[config.mk]
export PLATFORM = sky130hd
export DESIGN_NAME = jt03_bus_master
export DESIGN_NICKNAME = d
export VERILOG_FILES = /design/src/rtl/jt03_bus_master.sv
export SDC_FILE = /design/constraint.sdc
export NUM_CORES = 1
export LEC_CHECK = 0
export ABC_AREA = 0
export CORE_MARGIN = 2
export CORE_UTILIZATION = 50
export CTS_BUF_LIST = sky130_fd_sc_hd__clkbuf_2
export CTS_CLUSTER_DIAMETER = 120
export DETAILED_ROUTE_END_ITERATION = 8
export HOLD_SLACK_MARGIN = 0.12
export PLACE_DENSITY = 0.9
export SLEW_MARGIN = 25
export SYNTH_ARGS = -nofsm -noshare
export SYNTH_HDL_FRONTEND = slang
export SYNTH_SLANG_ARGS = --single-unit
[constraint.sdc]
create_clock -name clk -period 2 [get_ports clk]
set_clock_uncertainty 0.2 [all_clocks]
set_input_delay 0.3 -clock clk [delete_from_list [all_inputs] [get_ports clk]]
set_output_delay 0.3 -clock clk [all_outputs]
set_load 0.02 [all_outputs]
[src/rtl/jt03_bus_master.sv]
// jt03_bus_master: serialises register writes onto a YM-style chip bus (address write, gap, data write)
//   clk, rst_n          clock, asynchronous active-low reset
//   cen                 clock enable; FSM, counters and outputs advance only when high
//   req_valid/req_ready request handshake; req_reg/req_data latched on acceptance
//   bus_din, bus_addr   registered chip data bus and address line (0 = register, 1 = data)
//   bus_cs_n, bus_wr_n  registered active-low chip select and write strobe
//   bus_dout            chip status, bit 7 = busy
//   busy                high whenever a write sequence is in progress
//   err_tmo, err_clr    sticky busy-timeout flag and its clear
module jt03_bus_master #(
  parameter int WR_W = 2,
  parameter int GAP  = 4,
  parameter int TMO  = 255
) (
  input  logic       clk,
  input  logic       rst_n,
  input  logic       cen,
  input  logic       req_valid,
  output logic       req_ready,
  input  logic [7:0] req_reg,
  input  logic [7:0] req_data,
  output logic [7:0] bus_din,
  output logic       bus_addr,
  output logic       bus_cs_n,
  output logic       bus_wr_n,
  input  logic [7:0] bus_dout,
  output logic       busy,
  output logic       err_tmo,
  input  logic       err_clr
);
  typedef enum logic [2:0] {S_IDLE, S_POLL_A, S_WR_A, S_GAP, S_POLL_D, S_WR_D} state_t;
  localparam logic [15:0] WR_LAST  = 16'(WR_W - 1);
  localparam logic [15:0] GAP_LAST = 16'(GAP > 0 ? GAP - 1 : 0);
  localparam logic [7:0]  TMO_LAST = 8'(TMO - 1);
  state_t      state, nxt;
  logic [15:0] cnt;
  logic [7:0]  pcnt, data_q, nxt_din;
  logic        polling, chip_busy, tmo_hit, cnt_done, enter_a, enter_d;
  logic        nxt_strobe, nxt_addr;
  logic        unused;
  assign unused    = ^bus_dout[6:0];
  assign polling   = state == S_POLL_A || state == S_POLL_D;
  assign chip_busy = bus_dout[7];
  // the TMO-th consecutive busy sample gives up waiting and writes anyway
  assign tmo_hit   = polling && chip_busy && pcnt == TMO_LAST;
  assign cnt_done  = cnt == (state == S_GAP ? GAP_LAST : WR_LAST);
  assign busy      = state != S_IDLE;
  assign req_ready = state == S_IDLE;
  always_ff @(posedge clk or negedge rst_n)
    if (!rst_n) state <= S_IDLE;
    else if (cen) state <= nxt;
  always_comb begin
    nxt = state;
    case (state)
      S_IDLE:   if (req_valid) nxt = S_POLL_A;
      S_POLL_A: if (!chip_busy || tmo_hit) nxt = S_WR_A;
      S_WR_A:   if (cnt_done) nxt = GAP > 0 ? S_GAP : S_POLL_D;
      S_GAP:    if (cnt_done) nxt = S_POLL_D;
      S_POLL_D: if (!chip_busy || tmo_hit) nxt = S_WR_D;
      S_WR_D:   if (cnt_done) nxt = S_IDLE;
      default:  nxt = S_IDLE;
    endcase
  end
  // outputs are computed from the next state and registered, so the bus never sees an input combinationally
  always_comb begin
    enter_a    = state == S_IDLE && nxt == S_POLL_A;
    enter_d    = state != S_POLL_D && nxt == S_POLL_D;
    nxt_strobe = nxt == S_WR_A || nxt == S_WR_D;
    nxt_addr   = enter_a ? 1'b0 : enter_d ? 1'b1 : bus_addr;
    nxt_din    = enter_a ? req_reg : enter_d ? data_q : bus_din;
  end
  always_ff @(posedge clk or negedge rst_n)
    if (!rst_n) begin
      cnt      <= '0;
      pcnt     <= '0;
      data_q   <= '0;
      bus_cs_n <= 1'b1;
      bus_wr_n <= 1'b1;
      bus_addr <= 1'b0;
      bus_din  <= '0;
    end else if (cen) begin
      cnt      <= nxt != state || polling || state == S_IDLE ? 16'd0 : cnt + 16'd1;
      pcnt     <= polling && chip_busy && !tmo_hit ? pcnt + 8'd1 : 8'd0;
      data_q   <= enter_a ? req_data : data_q;
      bus_cs_n <= !nxt_strobe;
      bus_wr_n <= !nxt_strobe;
      bus_addr <= nxt_addr;
      bus_din  <= nxt_din;
    end
  // clear is not cen-qualified; a coinciding timeout takes priority
  always_ff @(posedge clk or negedge rst_n)
    if (!rst_n) err_tmo <= 1'b0;
    else if (cen && tmo_hit) err_tmo <= 1'b1;
    else if (err_clr) err_tmo <= 1'b0;
endmodule
======== After elaboration in Yosys (flattened, before gate mapping) ========
Cells that the tools add are included.
word-level totals
  register bits ........................... 46
  input port bits ......................... 29
  logic and storage cells ................. 59
operators by class
  $add $sub $neg .......................... 2
  eq/ne operators ......................... 13
  mux-type cells .......................... 16
  reduce and logical (&&, ||, !) cells .... 20
operator list
  cell                                           number
  2-to-1 mux 8 bit                               3
  2-to-1 mux 3 bit                               6
  case mux 3 bit (6 select lines)                1
  adder 16 x 1 -> 16 bit, second input constant  1
  == test 16 x 2 -> 1 bit                        1
  2-to-1 mux 16 bit                              1
  == test 3 bit, second input constant           4
  == test 3 x 2 -> 1 bit, second input constant  3
  adder 8 x 1 -> 8 bit, second input constant    1
  == test 8 bit, second input constant           1
  == test 3 x 1 -> 1 bit, second input constant  2
  logical AND 1 bit                              6
  logical OR 1 bit                               5
  2-to-1 mux 1 bit                               4
  AND reduction 2 bit                            2
  nonzero test 2 bit                             2
  logical NOT 1 bit                              3
  logical NOT 3 bit                              1
  inequality test 3 bit                          1
  inequality test 3 bit, second input constant   1
  nonzero test 3 bit                             1
  2-to-1 mux 2 bit                               1

======== Longest topological paths before layout ========
Gate-level depths: netlist of the first run.
  depth after elaboration ................. 11
  gate-level depth with buffers ........... 7
  mapped depth without buffers ............ 7

======== Least setup slack after synthesis of the first run ========
OpenSTA, ideal clock, no wires.
  kind .................................... register -> register
  from .................................... register cnt[7]
  to ...................................... register cnt[2]
  setup time .............................. 0.121 ns
  data arrival time ....................... 1.596 ns
  data required time ...................... 1.679 ns
  setup slack ............................. 0.083 ns
  stages on the path, launching flop included .. 7
  buffers on the path ..................... 1
  period minus slack after synthesis ...... 1.917 ns
  cell sequence ........................... dfrtp_1 > buf_6 > nor4_4 > and4_4 > o221a_4 > and4b_1 > a22o_1
between the ends
  cells in the longest elaborated chain, start to end .. 7
RTL lines
  item                                 line        text
  from (decl)                          36          logic [15:0] cnt;
  from (signal assigned)               82          cnt <= nxt != state || polling || state == S_IDLE ? 16'd0 : cnt + 16'd1;
  == test 16 x 2 -> 1 bit *            46          assign cnt_done = cnt == (state == S_GAP ? GAP_LAST : WR_LAST);
  2-to-1 mux 3 bit (on tied branches)  60, 57, 58
  case mux 3 bit (6 select lines) *    54          case (state)
  inequality test 3 bit *              82
  logical OR 1 bit * (2 in series)     82
  2-to-1 mux 16 bit *                  82
Mark *: on every way between the ends. The rest lies on a longest branch, timed or not.
A chain may end at the register's enable or synchronous reset.

======== Worst setup path after layout of the first run ========
  from .................................... register cnt[3]
  to ...................................... register cnt[2]
The elaborated chain is that of the path after synthesis.

==> impl_metrics.yaml, run 1 <==
yosys:
  syn_nets: 291
  synthFlopType: "dfrtp_1"
  synth.distinct_cells: 57
  yosys_warnings: 0
  synthCells: 259
  avgSynthCellArea_um2: 10.04
  synthArstFlopShare_pct: 100.0
  yosys.area.top_type: "dfrtp_1"
  yosysTopAreaCellShare_pct: 43.29
  seq_area_frac_synth_pct: 44.30
  netlist_area_mm2: 0.002601
  synth_seq_cells: 46
  synthTopCellsByArea: "dfrtp_1, xor2_1, nor3_1"
  synth_edf_count: 0
status:
  status: "finished with violations"
  violations: "negative setup slack"
place:
  io_buffers: 35
  place_congestion: 0.8629
  dp_hpwl_um: 4148
  place_area_mm2: 0.003142
global_routing:
  grt_pass1_vias: 2091
  grt_pass1_wl_um: 9501
  grt_usage_pct: 20.07
  grt_overflow: 0
  grt_antenna_before_repair: 0
  grt_start_max_net_pins: 47
worst_setup_path:
  r2r_end: "cnt[2]"
  crit_family: "simple AND/OR/NAND/NOR gates"
  r2r-start: "cnt[3]"
  worstPathRequired_ns: 2.14
  critPathLaunchType: "register"
  cp_slowest_cell: "dfrtp_1"
  startpoint: "cnt[3]"
  worstSetupPathType: "reg -> reg"
  cp.arrival_ns: 2.17
  cp_num_buf_inv: 0
  max_stage_delay_ns: 0.44
  r2r_cells: 5
  worstSetupPathDepth: 5
  rrSetupSlack_ns: -0.03
  cp_cell_sequence: "nor4b_2 -> and4_4 -> o221a_4 -> and4b_1 -> a22o_1"
  path_max_fanout: 5
  end_kind: "register"
  crit_end: "cnt[2]"
power:
  power.density_mw_per_mm2: 992.2
  leakagePower_nw: 1.587
  power_mw: 3.332
  peakVddDrop_uv: 806.5
route:
  routedWlPerCell_um: 15.43
  via_per_inst: 5.796
  vias: 2324
  routed_wl_um: 6189
  drc: 0
  dr.pass1.iters: 4
  first_iter_violations: 169
  ant_nets: 0
sta:
  worst_pin_slew_ns: 0.5868
  drv_slew: 0
  hold_viol_final: 0
  slew_headroom_pct: 60.88
  rsz0062_at_grt: "true"
  setup_slack_ns: -0.03472
  finalSetupViolations: 3
  fmax_ghz: 0.4915
  finalCritPeriodShare_pct: 101.7
  timing.final.crit_period_ns: 2.035
layout:
  num_antenna_cells: 0
  finalInstanceArea_mm2: 0.003358
  syn_to_final_growth_pct: 29.10
  drive_gt1_share_pct: 28.10
  fin_nets: 362
  final_util_pct: 66.17
floorplanning:
  rows: 26
  initial_utilization_pct: 51.26
  die-height_um: 76.13
  die_w_um: 76.13
  ios: 43
  core_area_mm2: 0.005075
  dieArea_mm2: 0.005796
clock_tree:
  clock_latency_ns: 0.44
  clk_pin_slew_worst_paths_ns: 0.25
  cts_root_buffer: "clkbuf_2"
  clk_path_buf_depth: 2
  cts_buffers: 5
  htree_levels: 2
  cts_tree: "built"
  clkSinkCount: 46
job:
  maxCapViolations: 0
min_path:
  hold_class: "in -> async"
[cells in the final DEF (no fill, tap or decap), types with 8 or more instances in the layout]
cell type	n
nand3_1	8
nor3_1	18
nand2_1	15
xor2_1	10
o21ai_0	15
mux2_2	8
nor3b_1	8
dfrtp_1	41
or3_1	9
nor2_1	19
clkdlybuf4s50_1	21
buf_4	39
[layer usage]
layer	track usage, %	vias to the layer above	routed length (µm)
met4	7.455	0	137
met3	3.791	14	295
met5	0	-	0
li1	-	1090	-
met2	33.84	81	3022
met1	25.83	1139	2733
[power by group]
part	internal [mW]	switching, mW
logic	0.817	0.799
clock network	0.0858	0.317
registers	1.15	0.163
total	2.05	1.28
[cells in the mapped netlist (all sizes together), types with 2 or more instances]
| master | count |
|---|---|
| a21o | 2 |
| a21oi | 5 |
| a22o | 3 |
| a31oi | 3 |
| and2 | 2 |
| and2b | 3 |
| and3 | 7 |
| and4 | 4 |
| buf | 7 |
| clkbuf | 9 |
| dfrtp | 45 |
| ha | 3 |
| inv | 6 |
| mux2 | 8 |
| mux2i | 3 |
| nand2 | 16 |
| nand2b | 3 |
| nand3 | 9 |
| nand4 | 4 |
| nor2 | 20 |
| nor3 | 21 |
| nor3b | 8 |
| nor4 | 5 |
| nor4b | 2 |
| o21ai | 16 |
| o22ai | 3 |
| o31ai | 2 |
| o41ai | 3 |
| or3 | 9 |
| xnor2 | 4 |
| xor2 | 11 |
[cells by family (layout without fill, tap and decap cells)]
| logic type | count (synthesis) | count (layout) | share of synthesized area (%) |
|---|---|---|---|
| AOI/OAI and AO/OA | 44 | 44 | 11.35 |
| xor gates and xnor gates | 15 | 15 | 5.050 |
| adders and majority gates | 3 | 3 | 1.443 |
| buffers and inverters | 22 | 93 | 5.675 |
| DFF | 46 | 46 | 44.30 |
| muxes | 11 | 11 | 4.618 |
| and+or+nand+nor | 118 | 119 | 27.56 |
[flip-flops by register name, indices dropped and copies added, names as in the netlist]
name,cells
cnt,16
bus_din,8
data_q,8
pcnt,8
state,3
bus_addr,1
bus_wr_n,1
err_tmo,1
[how the worst min path moves through the flow]
stage / from / to / slack, ns / cells past startpoint
5_1_grt: req_data[2] / data_q[2] / 0.23 / 2
4_1_cts: rst_n / bus_din[5] / 0.25 / 3
6_report: rst_n / state[0] / 0.26 / 3
3_5_place_dp: rst_n / bus_din[5] / 0.23 / 2
2_1_floorplan: rst_n / bus_addr / -0.20 / 0
3_3_place_gp: rst_n / bus_din[5] / 0.22 / 2
[area by class of cell]
cell class,instances,area (µm²)
Fill cell,373,1717
Multi-Input combinational cell,192,1353
Sequential cell,46,1157
Timing Repair Buffer,79,691.9
Tap cell,70,87.58
Clock buffer,5,25.02
Inverter,6,22.52
Clock inverter,3,21.27
[what timing repair did]
action	CTS	global route
pin swaps	1	6
endpoints found under the setup margin	14	22
setup buffers	4	8
hold buffers	1	0
gates resized for setup	15	21
hold endpoints to repair	46	0
gates cloned	0	1
[metrics by stage]
stage / hold slack [ns] / std cells / setup TNS [ns] / setup WS, ns
after floorplan: -0.1956 / 259 / 0 / 0.08331
after global placement: 0.2171 / 379 / 0 / 0.002757
after detailed placement: 0.2302 / 379 / -0.01785 / -0.01279
after CTS: 0.2454 / 392 / -0.03508 / -0.02980
after global routing: 0.2326 / 401 / -0.2796 / -0.06800
final: 0.2563 / 401 / -0.09622 / -0.03472
[tightest hold or removal path, delay by kind of cell]
kind | cells | cell delay, ns
buf+inv | 3 | 1.11
No activity file was read; power rests on OpenSTA's default activity.
==> run 2, diff against run 1 <==
Settings changed: CTS_CLUSTER_SIZE set to 25.
==> results of run 2 <==
The final DEF is identical to that of run 1; final timing and power are the same.
==> run 3, diff against run 2 <==
Settings changed: CTS_BUF_LIST sky130_fd_sc_hd__clkbuf_2 to sky130_fd_sc_hd__clkbuf_4, SKIP_CTS_REPAIR_TIMING set to 1.
==> run 3 against run 2 <==
Effect of this change:
- the run now ends clean
- sequential power about the same
- flip-flop and latch count is the same
- routed wire length fell by 3.0%
- non-clock buffer count decreased by 8
- setup slack gained 0.067 ns
- hold slack gained 0.045 ns
- critical endpoint is now bus_din[4]
- critical path type unchanged
- utilization fell by 1.4 points
==> impl_metrics.yaml, run 3 (synthesized netlist as in run 1, its figures left out) <==
status:
  status: "completed"
clock_tree:
  clk_path_buf_depth: 2
  clock_latency_ns: 0.37
  clk_pin_slew_worst_paths_ns: 0.14
  cts_tree: "built"
  cts_buffers: 5
  cts_root_buffer: "clkbuf_4"
  clkSinkCount: 46
  htree_levels: 2
global_routing:
  grt_pass1_vias: 2065
  grt_start_max_net_pins: 47
  grt_usage_pct: 19.89
  grt_antenna_before_repair: 0
  grt_pass1_wl_um: 9501
  grt_overflow: 0
layout:
  final_util_pct: 64.79
  multi_input_area_mm2: 0.001336
  fin_nets: 353
  num_antenna_cells: 0
  final_cells: 392
  layout_commonest_cell: "dfrtp_1"
  largest_register: "cnt"
  register_area_mm2: 0.001155
  n_fill_cell: 388
  final_cell_mix: "dfrtp_1, buf_4, clkdlybuf4s50_1, nor2_1, nor3_1"
  drive_gt1_share_pct: 24.53
  largest_reg_flops: 16
  syn_to_final_growth_pct: 26.41
sta:
  finalSetupViolations: 0
  drv_slew: 0
  hold_viol_final: 0
  rsz0062_at_grt: "true"
  fmax_ghz: 0.5082
  worst_pin_slew_ns: 0.5794
  finalCritPeriodShare_pct: 98.38
  timing.final.crit_period_ns: 1.968
  slew_headroom_pct: 61.38
job:
  maxCapViolations: 0
route:
  routedWlPerCell_um: 15.32
  dr.pass1.iters: 4
  ant_nets: 0
  via_per_inst: 5.763
  first_iter_violations: 157
  drc: 0
  routed_wl_um: 6005
  vias: 2259
worst_setup_path:
  cp.arrival_ns: 2.04
  worstSetupPathType: "reg -> reg"
  critPathLaunchType: "register"
  path_max_fanout: 17
  worstPathRequired_ns: 2.07
  end_kind: "register"
power:
  peakVddDrop_uv: 623.8
  leakagePower_nw: 1.464
  power.density_mw_per_mm2: 997.3
min_path:
  hold_class: "reg -> reg"
floorplanning:
  core_area_mm2: 0.005075
  initial_utilization_pct: 51.26
  rows: 26
  ios: 43
  dieArea_mm2: 0.005796
  die_w_um: 76.13
  die-height_um: 76.13
place:
  dp.cells: 379
  place_congestion: 0.8629
  io_buffers: 35
  dp_hpwl_um: 4148
run 3: cell types whose count changed in the layout (fill, tap and decap cells not counted), sizes merged:
cell,previous run,this run
dlymetal6s2s,6,4
nand4,5,4
dlygate4sd2,5,0
buf,46,36
clkdlybuf4s50,21,30
run 3: worst paths after layout:
kind / from / endpoint / slack, ns / depth (start not counted)
worst max-delay path: cnt[3] / bus_din[4] / 0.03 / 6
worst min-delay path: err_tmo / err_tmo / 0.30 / 2
worst max register to register: cnt[3] / bus_din[4] / 0.03 / 6
worst min register to register: err_tmo / err_tmo / 0.30 / 2
max in group asynchronous: rst_n / state[1] / 0.82 / 3
min in group asynchronous: rst_n / bus_din[4] / 0.36 / 3
run 3: per-layer routing:
metal,routed length (µm),share of wire [%],GRT usage (%)
met1,2499,42,26.16
met2,3101,52,33.39
met3,285,4.7,3.436
met4,119,2.0,6.909
met5,0,0,0
run 3: final cells by class:
type / instances / share of cell area, %
multi-input cells: 191 / 40.64
flip-flops and latches: 46 / 35.12
repair buffers: 71 / 19.10
well taps: 70 / 2.664
clock buffers: 5 / 1.142
inverters: 6 / 0.6849
clock inverters: 3 / 0.6469
run 3: metrics by stage:
step                cell area [µm²]  worst slack, ns  hold WS (ns)  setup TNS, ns  total power, mW
global placement               3142         0.002757        0.2171              0            2.711
floorplan                      2601          0.08331       -0.1956              0            2.296
CTS                            3201          -0.2886       -0.1804        -0.6755            3.208
global route                   3288         -0.04388        0.3264        -0.1951            3.481
detailed placement             3142         -0.01279        0.2302       -0.01785            2.762
finish                         3288          0.03244        0.3012              0            3.279
run 3: power by group:
| part | switching [mW] | total [mW] | leakage, nW | internal (mW) |
|---|---|---|---|---|
| Combinational | 0.727 | 1.49 | 0.824 | 0.767 |
| Clock | 0.314 | 0.451 | 0.0312 | 0.137 |
| Sequential | 0.183 | 1.33 | 0.608 | 1.15 |
| Total | 1.22 | 3.28 | 1.46 | 2.05 |
run 3: critical path: stages, from the launching register on:
cell	delay [ns]
dfrtp_1	0.41
nor4b_2	0.32
and4_4	0.31
nand4_4	0.23
buf_4	0.22
nor3_1	0.13
nor3_1	0.07
